<file path="src/rtl/pipe_ctrl_pkg.sv">
// Shared definitions for the pipeline sequencer and its hazard logic.
// Holds the sequencer state encoding, the default drain length, the register-index
// width and the register-zero constant.
package pipe_ctrl_pkg;

   localparam int unsigned DRAIN_CYCLES_DEF = 3;
   localparam int unsigned REG_IDX_W        = 5;

   localparam logic [REG_IDX_W-1:0] REG_ZERO = '0;

   typedef enum logic [2:0] {
      ST_IDLE,
      ST_RUN,
      ST_STEP,
      ST_DRAIN,
      ST_HALTED
   } state_e;

endpackage

</file>
<file path="src/rtl/hazard_detect.sv">
// Load-use hazard detector (purely combinational).
// Flags an instruction in ID that reads the destination of a load still in EX.
// The register-zero destination never creates a hazard.
// Ports:
//   i_ex_mem_read - instruction in EX is a load
//   i_ex_rt       - load destination register
//   i_id_rs       - rs source of the instruction in ID
//   i_id_rt       - rt source of the instruction in ID
//   o_load_use    - hazard present this cycle
module hazard_detect
   import pipe_ctrl_pkg::*;
(
   input  logic                 i_ex_mem_read,
   input  logic [REG_IDX_W-1:0] i_ex_rt,
   input  logic [REG_IDX_W-1:0] i_id_rs,
   input  logic [REG_IDX_W-1:0] i_id_rt,
   output logic                 o_load_use
);

   always_comb begin
      o_load_use = i_ex_mem_read && (i_ex_rt != REG_ZERO) &&
                   ((i_ex_rt == i_id_rs) || (i_ex_rt == i_id_rt));
   end

endmodule

</file>
<file path="src/rtl/pipeline_ctrl.sv">
// Central sequencer for the PC and the IF/ID, ID/EX, EX/MEM, MEM/WB latches.
// Turns debug run/step/pause commands, load-use hazards and taken branches into
// per-cycle enables, flushes and bubbles. A HALT seen in ID drains the pipe for
// DRAIN_CYCLES cycles, then a sticky halted state holds until reset.
// Enables are combinational from state and current inputs; state and counters
// are registered. Reset rst is synchronous, active-low.
// Ports:
//   clk, rst                          - clock, synchronous active-low reset
//   i_cmd_run/i_cmd_step/i_cmd_pause  - debug command pulses
//   i_id_halt                         - HALT decoded in ID
//   i_id_rs, i_id_rt                  - ID source register fields
//   i_ex_mem_read, i_ex_rt            - load in EX and its destination
//   i_branch_taken                    - branch resolved taken in ID
//   o_pc_en, o_ifid_en, o_ifid_flush  - front-end controls
//   o_idex_bubble, o_pipe_en          - back-end controls
//   o_halted                          - program finished
//   o_cycle_count                     - saturating active-cycle counter
//   o_stall_count                     - saturating load-use stall counter
//                                       (present only with PIPE_CTRL_STALL_CNT_EN)
module pipeline_ctrl
   import pipe_ctrl_pkg::*;
#(
   parameter int unsigned DRAIN_CYCLES = DRAIN_CYCLES_DEF,
   parameter int unsigned CNT_W        = 32
) (
   input  logic                 clk,
   input  logic                 rst,
   input  logic                 i_cmd_run,
   input  logic                 i_cmd_step,
   input  logic                 i_cmd_pause,
   input  logic                 i_id_halt,
   input  logic [REG_IDX_W-1:0] i_id_rs,
   input  logic [REG_IDX_W-1:0] i_id_rt,
   input  logic                 i_ex_mem_read,
   input  logic [REG_IDX_W-1:0] i_ex_rt,
   input  logic                 i_branch_taken,
   output logic                 o_pc_en,
   output logic                 o_ifid_en,
   output logic                 o_ifid_flush,
   output logic                 o_idex_bubble,
   output logic                 o_pipe_en,
   output logic                 o_halted,
   output logic [CNT_W-1:0]     o_cycle_count
`ifdef PIPE_CTRL_STALL_CNT_EN
   ,
   output logic [CNT_W-1:0]     o_stall_count
`endif
);

   localparam int unsigned DRAIN_W = $clog2(DRAIN_CYCLES + 1);

   state_e               state_q, state_d;
   logic [DRAIN_W-1:0]   drain_q, drain_d;
   logic [CNT_W-1:0]     cycle_q, cycle_d;
   logic                 load_use;
   logic                 exec_c;
   logic                 stall_c;

   hazard_detect u_hazard (
      .i_ex_mem_read (i_ex_mem_read),
      .i_ex_rt       (i_ex_rt),
      .i_id_rs       (i_id_rs),
      .i_id_rt       (i_id_rt),
      .o_load_use    (load_use)
   );

   // Hazards only matter while instructions are actually issuing.
   assign exec_c  = (state_q == ST_RUN) || (state_q == ST_STEP);
   assign stall_c = exec_c && load_use;

   // State and counter registers.
   always_ff @(posedge clk) begin
      if (!rst) begin
         state_q <= ST_IDLE;
         drain_q <= '0;
         cycle_q <= '0;
      end else begin
         state_q <= state_d;
         drain_q <= drain_d;
         cycle_q <= cycle_d;
      end
   end

   // Next state and per-cycle pipeline controls.
   always_comb begin
      state_d       = state_q;
      drain_d       = drain_q;
      cycle_d       = cycle_q;
      o_pc_en       = 1'b0;
      o_ifid_en     = 1'b0;
      o_ifid_flush  = 1'b0;
      o_idex_bubble = 1'b0;
      o_pipe_en     = 1'b0;
      o_halted      = 1'b0;

      if (exec_c) begin
         o_pipe_en     = 1'b1;
         o_pc_en       = !stall_c;
         o_ifid_en     = !stall_c;
         o_idex_bubble = stall_c;
         o_ifid_flush  = i_branch_taken && !stall_c;
      end

      case (state_q)
         ST_IDLE: begin
            if (i_cmd_run) begin
               state_d = ST_RUN;
            end else if (i_cmd_step) begin
               state_d = ST_STEP;
            end
         end
         ST_RUN: begin
            // A halt seen during a stall is re-presented next cycle.
            if (i_id_halt && !stall_c) begin
               state_d = ST_DRAIN;
               drain_d = DRAIN_W'(DRAIN_CYCLES);
            end else if (i_cmd_pause) begin
               state_d = ST_IDLE;
            end
         end
         ST_STEP: begin
            if (i_id_halt && !stall_c) begin
               state_d = ST_DRAIN;
               drain_d = DRAIN_W'(DRAIN_CYCLES);
            end else begin
               state_d = ST_IDLE;
            end
         end
         ST_DRAIN: begin
            // Fetch is frozen and IF/ID held at NOP while older work retires.
            o_pipe_en    = 1'b1;
            o_ifid_flush = 1'b1;
            drain_d      = drain_q - DRAIN_W'(1);
            if (drain_q == DRAIN_W'(1)) begin
               state_d = ST_HALTED;
            end
         end
         ST_HALTED: begin
            o_halted = 1'b1;
         end
         default: begin
            state_d = ST_IDLE;
         end
      endcase

      if (o_pipe_en && (cycle_q != '1)) begin
         cycle_d = cycle_q + CNT_W'(1);
      end
   end

   assign o_cycle_count = cycle_q;

`ifdef PIPE_CTRL_STALL_CNT_EN
   logic [CNT_W-1:0] stall_cnt_q, stall_cnt_d;

   // Saturating count of load-use stall cycles.
   always_comb begin
      stall_cnt_d = stall_cnt_q;
      if (stall_c && (stall_cnt_q != '1)) begin
         stall_cnt_d = stall_cnt_q + CNT_W'(1);
      end
   end

   always_ff @(posedge clk) begin
      if (!rst) begin
         stall_cnt_q <= '0;
      end else begin
         stall_cnt_q <= stall_cnt_d;
      end
   end

   assign o_stall_count = stall_cnt_q;
`endif

endmodule
</file>
<file path="config.mk">
export PLATFORM = sky130hd
export DESIGN_NAME = pipeline_ctrl
export DESIGN_NICKNAME = d
export VERILOG_FILES = /design/src/rtl/pipe_ctrl_pkg.sv /design/src/rtl/hazard_detect.sv /design/src/rtl/pipeline_ctrl.sv
export SDC_FILE = /design/constraint.sdc
export NUM_CORES = 1
export LEC_CHECK = 0
export ABC_CLOCK_PERIOD_IN_PS = 4700
export CAP_MARGIN = 15
export CORE_UTILIZATION = 30
export CTS_BUF_LIST = sky130_fd_sc_hd__clkbuf_4 sky130_fd_sc_hd__clkbuf_8 sky130_fd_sc_hd__clkbuf_16
export DETAILED_ROUTE_END_ITERATION = 10
export DONT_BUFFER_PORTS = 1
export SETUP_SLACK_MARGIN = 0.3
export SYNTH_ARGS = -nofsm -noshare
export SYNTH_HDL_FRONTEND = slang
export SYNTH_SLANG_ARGS = --single-unit
</file>
<file path="constraint.sdc">
create_clock -name clk -period 4.7 [get_ports clk]
set_input_delay 0.94 -clock clk [delete_from_list [all_inputs] [get_ports clk]]
set_output_delay 0.94 -clock clk [all_outputs]
set_load 0.05 [all_outputs]
</file>
After elaboration in Yosys (flattened, before gate mapping)
Index checks and enable logic that the tools add are counted.

Output and inout bits: 38. Flip-flop bits (word level): 37.

Bitwise operators: 1. Mux-type cells: 16. Equal/unequal tests: 12. Reductions and logical operators: 15. Add/sub/neg operators: 2.

Operator list (count): $add 32x1->32 const B (1); $ne 32x32->1 const B (1); $mux 3 (5); $pmux 3 s5 (1); $eq 5x5->1 (2); $mux 1 (7); $eq 3x2->1 const B (2); $logic_and 1x1->1 (6); $reduce_bool 5->1 (1); $mux 2 (2); $pmux 2 s2 (1); $reduce_and 4->1 (1); $eq 3x1->1 const B (1); $eq 3x3->1 const B (1); $logic_not 3->1 (1); $ne 3x2->1 const B (1); $ne 3x3->1 const B (1); $eq 2x1->1 const B (1); $logic_or 1x1->1 (2); $ne 2x1->1 const B (1); $ne 2x2->1 const B (1); $reduce_and 2->1 (1); $reduce_bool 2->1 (1); $reduce_or 2->1 (1); 3 further kinds (3).

Logic depth before layout (Yosys ltp)
Word-level depth: 8. Mapped depth: 8.

Cells and area by module
A second synthesis with hierarchy kept.

Cells, all modules: 260. Area, all modules: 2085.8 um^2.

By module, submodules not included: pipeline_ctrl (cells each 243, area an instance 1960.6 um^2, instances 1, seq. area each 740.7 um^2); hazard_detect (cells each 17, area an instance 125.1 um^2, instances 1, seq. area each 0.0 um^2).

Worst setup path after synthesis
OpenSTA, ideal clock, no wires.

Kind: input -> output. Start: input port i_ex_rt[0]. End: output port o_pc_en. Slack: 0.366 ns. Buffers on the path: 1. Stages on the path: 5. Arrival time: 3.394 ns. Required time: 3.760 ns. Cell sequence: or4_1 -> o21ai_0 -> nor2_1 -> nor3_1 -> buf_4.

Longest elaborated chain between the ends: 6. Elaborated cells on any way between the ends: 9.

RTL lines: from (decl) (RTL line pipeline_ctrl.sv:35) `input logic [REG_IDX_W-1:0] i_ex_rt,`; $eq 5x5->1 / $reduce_bool 5->1 (equally long branches) (RTL line hazard_detect.sv:22, hazard_detect.sv:21); $logic_or 1x1->1 / $logic_and 1x1->1 (equally long branches) (RTL line hazard_detect.sv:22, hazard_detect.sv:21); $logic_and 1x1->1 (*) (RTL line hazard_detect.sv:21) `o_load_use = i_ex_mem_read && (i_ex_rt != REG_ZERO) &&`; $logic_and 1x1->1 (*) (RTL line pipeline_ctrl.sv:69) `assign stall_c = exec_c && load_use;`; $logic_not 1->1 (*); $mux 1 (*); to (decl) (RTL line pipeline_ctrl.sv:37) `output logic o_pc_en,`.

Every way passes the cells marked *; elsewhere a longest branch is shown, timed or not.

Worst setup path in the final report
Start: input port i_ex_rt[0]. End: output port o_pc_en.

Longest elaborated chain between the ends: 6. Elaborated cells on any way between the ends: 9.

RTL lines: $eq 5x5->1 / $reduce_bool 5->1 (equally long branches) (RTL line hazard_detect.sv:22, hazard_detect.sv:21); $logic_or 1x1->1 / $logic_and 1x1->1 (equally long branches) (RTL line hazard_detect.sv:22, hazard_detect.sv:21); $logic_and 1x1->1 (*) (RTL line hazard_detect.sv:21); $logic_and 1x1->1 (*) (RTL line pipeline_ctrl.sv:69); $logic_not 1->1 (*) (RTL line pipeline_ctrl.sv:98) `o_pc_en = !stall_c;`; $mux 1 (*) (RTL line pipeline_ctrl.sv:96) `if (exec_c) begin`.

Marked as above.

==> metrics.md <==
| Metric | Value |
|---|---|
| Gpl congestion | `0.787` |
| Critical Path RT | `3.76 ns` |
| Fin. Hold Viols | `0` |
| CP Launch Type | `primary input` |
| Fmax | `0.280 GHz` |
| Synth Area in Adders | `1.19%` |
| Unrepaired setup endpoints after global routing | `false` |
| Min cycle time layout | `3.57 ns` |
| M1 WL | `2.19 mm` |
| Endpoint type of the worst setup path | `primary output` |
| CORE AREA | `6760 sq um` |
| Slew Limit Fails | `0` |
| VDD IR-drop max | `0.000321 V` |
| Antenna Nets Post-Route | `0` |
| Total grt overflow | `0` |
| Worst slew pin tran | `0.976 ns` |
| Syn Area/Cell | `8.26 sq um` |
| Worst Reg-to-Reg Cells | `5` |
| Post-synthesis compound-gate area fraction | `18.7%` |
| FF-to-FF setup slack | `1.95 ns` |
| Share of post-route cells with drive strength above 1 | `9.77%` |
| Die X-Extent | `85.6 um` |
| Commonest non-fill, non-tap cell in the layout | `dfxtp_1` |
| Final setup fails | `0` |
| DPL Wire Length | `3.57 mm` |
| Initial antenna violation count | `0` |
| Core Util, Final | `34.0%` |
| Clock Path Buffers | `2` |
| Die H | `85.6 um` |
| Iter 0 DRT Violations | `54` |
| Post-Syn Instances | `254` |
| Post-Synth XOR/XNOR Area | `7.51%` |
| Largest family of logic cells by synthesized area | `simple AND/OR/NAND/NOR gates` |
| Crit-path max FO | `5` |
| P per Cell Area | `358 nW/um^2` |
| Syn nets | `279` |
| Arrival time worst endpoint | `2.63 ns` |
| Setup Skew | `0.0127 ns` |
| Pleak | `0.735 nW` |
| Run status | `complete, no violations` |
| Max-Cap Viols | `0` |
| Vias in the first global route | `1,691` |
| Area delta synth->final | `9.54%` |
| Design Power | `822 uW` |
| Seq/Total Area, Yosys | `35.3%` |
| Instance count on the critical path | `6` |
| Initial Util | `31.1%` |
| I/O Pins | `61` |
| Met2 routed WL | `2.26 mm` |
| Clock-pin slew on the worst setup and hold paths | `0.07 ns` |
| Top Metal Used | `met4` |
| DRC | `0` |
| Crit Path Class | `in -> out` |
| Hold path depth | `2` |
| Most frequent cells in the layout | `37 x dfxtp_1, 25 x nand2_1, 21 x nor2_1` |
| Worst Hold Class | `reg -> reg` |
| Htree depth | `2` |
| Mux contribution to synthesized area | `1.91%` |
| DR vias | `1,893` |
| Nets | `280` |
| CP max-delay cell | `or4_1` |
| Setup TNS | `0 ns` |
| Filler instances | `696` |
| # hold bufs at CTS | `0` |
| Synthesized area | `2100 sq um` |
| CTS resizes | `0` |
| Placed Area | `2180 sq um` |
| First-pass GRT wire length | `8.09 mm` |
| Drt wl/cell | `14.4 um` |
| Slowest cell delay on critical path | `0.51 ns` |
| Buffers on Ports | `0` |
| Routed wl met3 | `349 um` |
| DRT Pass-1 Iters | `4` |
| CP Cell Sequence | `or4_1, o21ai_0, nor2_1, nor3_2, buf_4, buf_6` |
| Family with the most delay on the worst path | `simple AND/OR/NAND/NOR gates` |
| Seq cells post-synth | `37` |
| Synth Area in Simple Gates | `31.4%` |
| CTS tree | `built` |
| Buf/Inv on CP | `2` |
| Rows | `30` |
| Synth Warn # | `0` |
| DRT Wirelength | `4.84 mm` |
| Final Cycle Share | `75.9%` |
| Netlist cell types | `49` |
| GRT Overall Usage | `13.7%` |
| Sink Count | `37` |
| Post-CTS setup repair buffer count | `0` |
| Total CTS buffers | `5` |
| Synth async-reset ratio | `0%` |
| Final Cell Area | `2300 sq um` |
| Die area | `7330 sq um` |
| Number of synthesized flops with an enable pin | `0` |
| Root buffer cell | `clkbuf_8` |
| Hold WS | `0.471 ns` |
| Worst slew margin relative to its limit | `34.9%` |
| Vias/cell | `5.63` |
| Skew-Pair Late Insertion Delay | `0.30 ns` |
| Ant diodes | `0` |
| Post-synth top flop | `dfxtp_1` |
| Largest net degree at the start of global routing | `31` |
-- cells by family after synthesis --
| logic type | after synthesis |
|---|---|
| adder cells (fa/ha/maj) | 2 |
| AO/OA/AOI/OAI | 59 |
| XOR/XNOR | 18 |
| AND/OR/NAND/NOR | 119 |
| multiplexers | 4 |
| buffers and inverters | 15 |
| flip-flops | 37 |
-- path summary, 6_finish.rpt --
path                                 startpoint                             end
hold reg to reg         drain_q[1]$_SDFFE_PN0P_         drain_q[1]$_SDFFE_PN0P_
setup / recovery                     i_ex_rt[0]                         o_pc_en
hold / removal          drain_q[1]$_SDFFE_PN0P_         drain_q[1]$_SDFFE_PN0P_
setup reg to reg  o_cycle_count[3]$_SDFFE_PN0P_  o_cycle_count[27]$_SDFFE_PN0P_
-- tightest hold or removal path: cells and delay by family, from the launching register on --
family          cells  cell delay, ns
compound gates      1            0.07
buf+inv             1            0.06
flops               1            0.30
-- where the power goes --
group          internal [mW]  leakage [nW]  switching, mW
registers              0.327         0.299         0.0367
clock network          0.173        0.0574          0.119
logic                 0.0540         0.379          0.113
total                  0.553         0.735          0.269
-- synthesized netlist by cell type, types with 2 or more instances --
master | n | area (sq um)
nand4_1 | 7 | 43.8
or2_1 | 2 | 12.5
nor4_1 | 2 | 12.5
o211ai_1 | 4 | 30.0
or4_1 | 6 | 45.0
clkbuf_1 | 5 | 18.8
xnor2_1 | 6 | 52.6
and4_1 | 3 | 26.3
ha_1 | 2 | 25.0
nor3_1 | 6 | 30.0
and2_1 | 3 | 18.8
nand2_1 | 25 | 93.8
nand2b_1 | 4 | 25.0
and3_1 | 4 | 25.0
xor2_1 | 12 | 105
a31oi_1 | 3 | 18.8
nand4_2 | 2 | 25.0
dfxtp_1 | 37 | 741
or3_1 | 13 | 81.3
o21ai_0 | 7 | 35.0
a21oi_1 | 20 | 100
mux2i_1 | 4 | 40.0
a21o_1 | 2 | 15.0
nor2_1 | 21 | 78.8
inv_1 | 5 | 18.8
buf_6 | 3 | 33.8
nand3_1 | 13 | 65.1
o21ai_1 | 7 | 35.0
a311oi_1 | 2 | 17.5
o31ai_1 | 5 | 37.5
-- layer usage --
layer / GRT usage (%) / vias up
met1: 16.9 / 886
met3: 4.72 / 4
met5: 0 / -
li1: - / 941
met2: 22.7 / 62
met4: 4.09 / 0
-- flip-flops by register name, summed over array words and instances (netlist names) --
name,count
o_cycle_count,32
drain_q,2
state_q,3
-- cell type report --
| class | instances | area (sq um) | share of cell area [%] |
|---|---|---|---|
| clock inverter | 2 | 37.5 | 1.63 |
| tap | 80 | 100 | 4.35 |
| inverter | 5 | 18.8 | 0.817 |
| timing repair buffer | 4 | 33.8 | 1.47 |
| clock buffer | 6 | 82.6 | 3.59 |
| multi-input combinational | 202 | 1280 | 55.9 |
| sequential | 37 | 741 | 32.2 |
-- metrics by stage --
stage / cells / worst slack, ns
finish: 336 / 1.13
global route: 336 / 0.980
CTS: 336 / 1.13
detailed placement: 328 / 1.13
global placement: 328 / 1.18
floorplan: 254 / 0.366
No activity file was read; power rests on OpenSTA's default activity.
==> edit: new RTL, same settings <==
`REG_IDX_W`: 5 -> 4.
--- a/src/rtl/pipe_ctrl_pkg.sv
+++ b/src/rtl/pipe_ctrl_pkg.sv
@@ -6,3 +6,3 @@
    localparam int unsigned DRAIN_CYCLES_DEF = 3;
-   localparam int unsigned REG_IDX_W        = 5;
+   localparam int unsigned REG_IDX_W        = 4;
 
Interface: changed (resized i_ex_rt, i_id_rs and i_id_rt); port bits go from 61 to 58. No check against the original RTL was run, so the function may have changed too.
==> edit against the original RTL <==
Utilization rose by 0.27 points. Worst setup slack improved by 360 ps. Sequential cell count did not move. Synthesized area fell by 4.7%. Final area fell by 4.7%. Wire length fell by 2.2%. Total power fell by 1.7%. Non-clock buffer count fell by 3.
==> edit: results (changes against the original RTL) <==
** Placed design
- The routability-driven placement congestion ratio is 0.834 (+5.9%).
- The post-DP HPWL came to 3520 um (-1.3%).

** Synth
- The share of the synthesized netlist area taken by xor and xnor gates is 14.5% (+6.9 points).
- The post-synthesis sequential area ratio came to 37.0% (+1.7 points).
- Share of the synthesized area in compound gates (AO/OA/AOI/OAI) :: 8.32% (-10 points)
- The count of distinct cell types in the synthesized netlist came to 44 (-10%).
- Fraction of synthesized area in multiplexers :: 1.00% (-0.91 points)

** Drt
- The overall routed net length was 4730 um (-2.2%).
- Starting DRT DRC Count :: 77 (+43%)
- The total via count after detailed routing was 1758 (-7.1%).

** Status
- Status :: finished clean

** Layout
- The layout cell share with drive strength beyond 1 was 7.26% (-2.5 points).
- The number of filler instances in the final layout was 670 (-3.7%).
- The net total in the final layout came to 269 (-3.9%).

** Setup path
- Largest fanout on the critical path :: 4 (-1)

** Timing
- Slew at the pin with the worst max-slew slack :: 1010 ps (+30.7 ps)
- Worst setup skew after layout :: 8.98 ps (-3.69 ps)

** Global routing
- The global-route track usage on met3 is 5.64% (+0.92 points).
- Met2 Track Usage GR :: 23.3% (+0.59 points)
- Largest net degree at the start of global routing :: 32 (+3.2%)
- Number of global-route vias before repair :: 1749 (+3.4%)
- Global router's overall resource usage :: 14.3% (+0.56 points)
- Wire length of the first global-routing pass :: 8060 um (-0.42%)
- Global routing met1 resource utilization :: 16.6% (-0.31 points)

** Power
- The leakage power figure came to 0.709 nW (-3.5%).
- The switching power share of the total was 33.0% (+0.31 points).
==> edit: changes by cell type in the layout (fill, tap and decap cells not counted), sizes merged, moves of 5 or more <==
cell   before  now
xnor2       6   17
o21ai      14    6
nor2       21   39
a21oi      20    8
nand4       9   14
or3        13    4
==> edit: kinds of logic (layout without fill, tap and decap cells) <==
group	count (synthesis)	count (layout)
and+or+nand+nor	135	135
DFF	37	37
xor gates and xnor gates	33	33
AOI/OAI and AO/OA	25	25
buffers and inverters	13	14
adders and majority gates	2	2
muxes	2	2
==> edit: path summary, 6_finish.rpt <==
check / start / end / slack (ps) / cells past startpoint
worst max-delay path: i_ex_rt[1] / o_ifid_flush / 1500 / 6
worst min-delay path: drain_q[1] / drain_q[1] / 470 / 2
worst max register to register: o_cycle_count[8] / o_cycle_count[12] / 1920 / 6
worst min register to register: drain_q[1] / drain_q[1] / 470 / 2
==> edit: cell type report <==
type                    count  area share [%]
clock buffers               6            3.77
clock inverters             2            1.71
inverters                   5           0.857
multi-input cells         197            55.1
flip-flops and latches     37            33.8
well taps                  77            4.40
repair buffers              1           0.343
==> edit: metrics by stage <==
step	utilization, %	worst slack, ps	cell area, um^2	std cells	hold slack (ps)
6_report	34.3	1500	2190	325	472
5_1_grt	34.3	1370	2190	325	522
4_1_cts	34.3	1490	2190	325	476
3_5_place_dp	32.4	1500	2070	317	461
3_3_place_gp	32.4	1520	2070	317	454
2_1_floorplan	-	1160	2000	247	442
==> edit: power groups by stage <==
stage | Combinational, mW | Clock [mW] | Sequential, mW
6_report | 0.152 | 0.296 | 0.360
5_1_grt | 0.168 | 0.318 | 0.363
4_1_cts | 0.154 | 0.305 | 0.360
3_5_place_dp | 0.152 | 0 | 0.367
3_3_place_gp | 0.151 | 0 | 0.367
2_1_floorplan | 0.134 | 0 | 0.364
==> edit: layer usage <==
metal,routed length [um],up-vias
li1,-,876
met1,2070,832
met2,2210,44
met3,379,6
met4,68,0
met5,0,-
==> edit: critical path, cell delays in order <==
cell,delay (ps)
sky130_fd_sc_hd__o41ai_1,350
sky130_fd_sc_hd__a21oi_1,110
sky130_fd_sc_hd__nor2_2,120
sky130_fd_sc_hd__buf_4,300
sky130_fd_sc_hd__nand2_1,90
sky130_fd_sc_hd__nand2_1,360
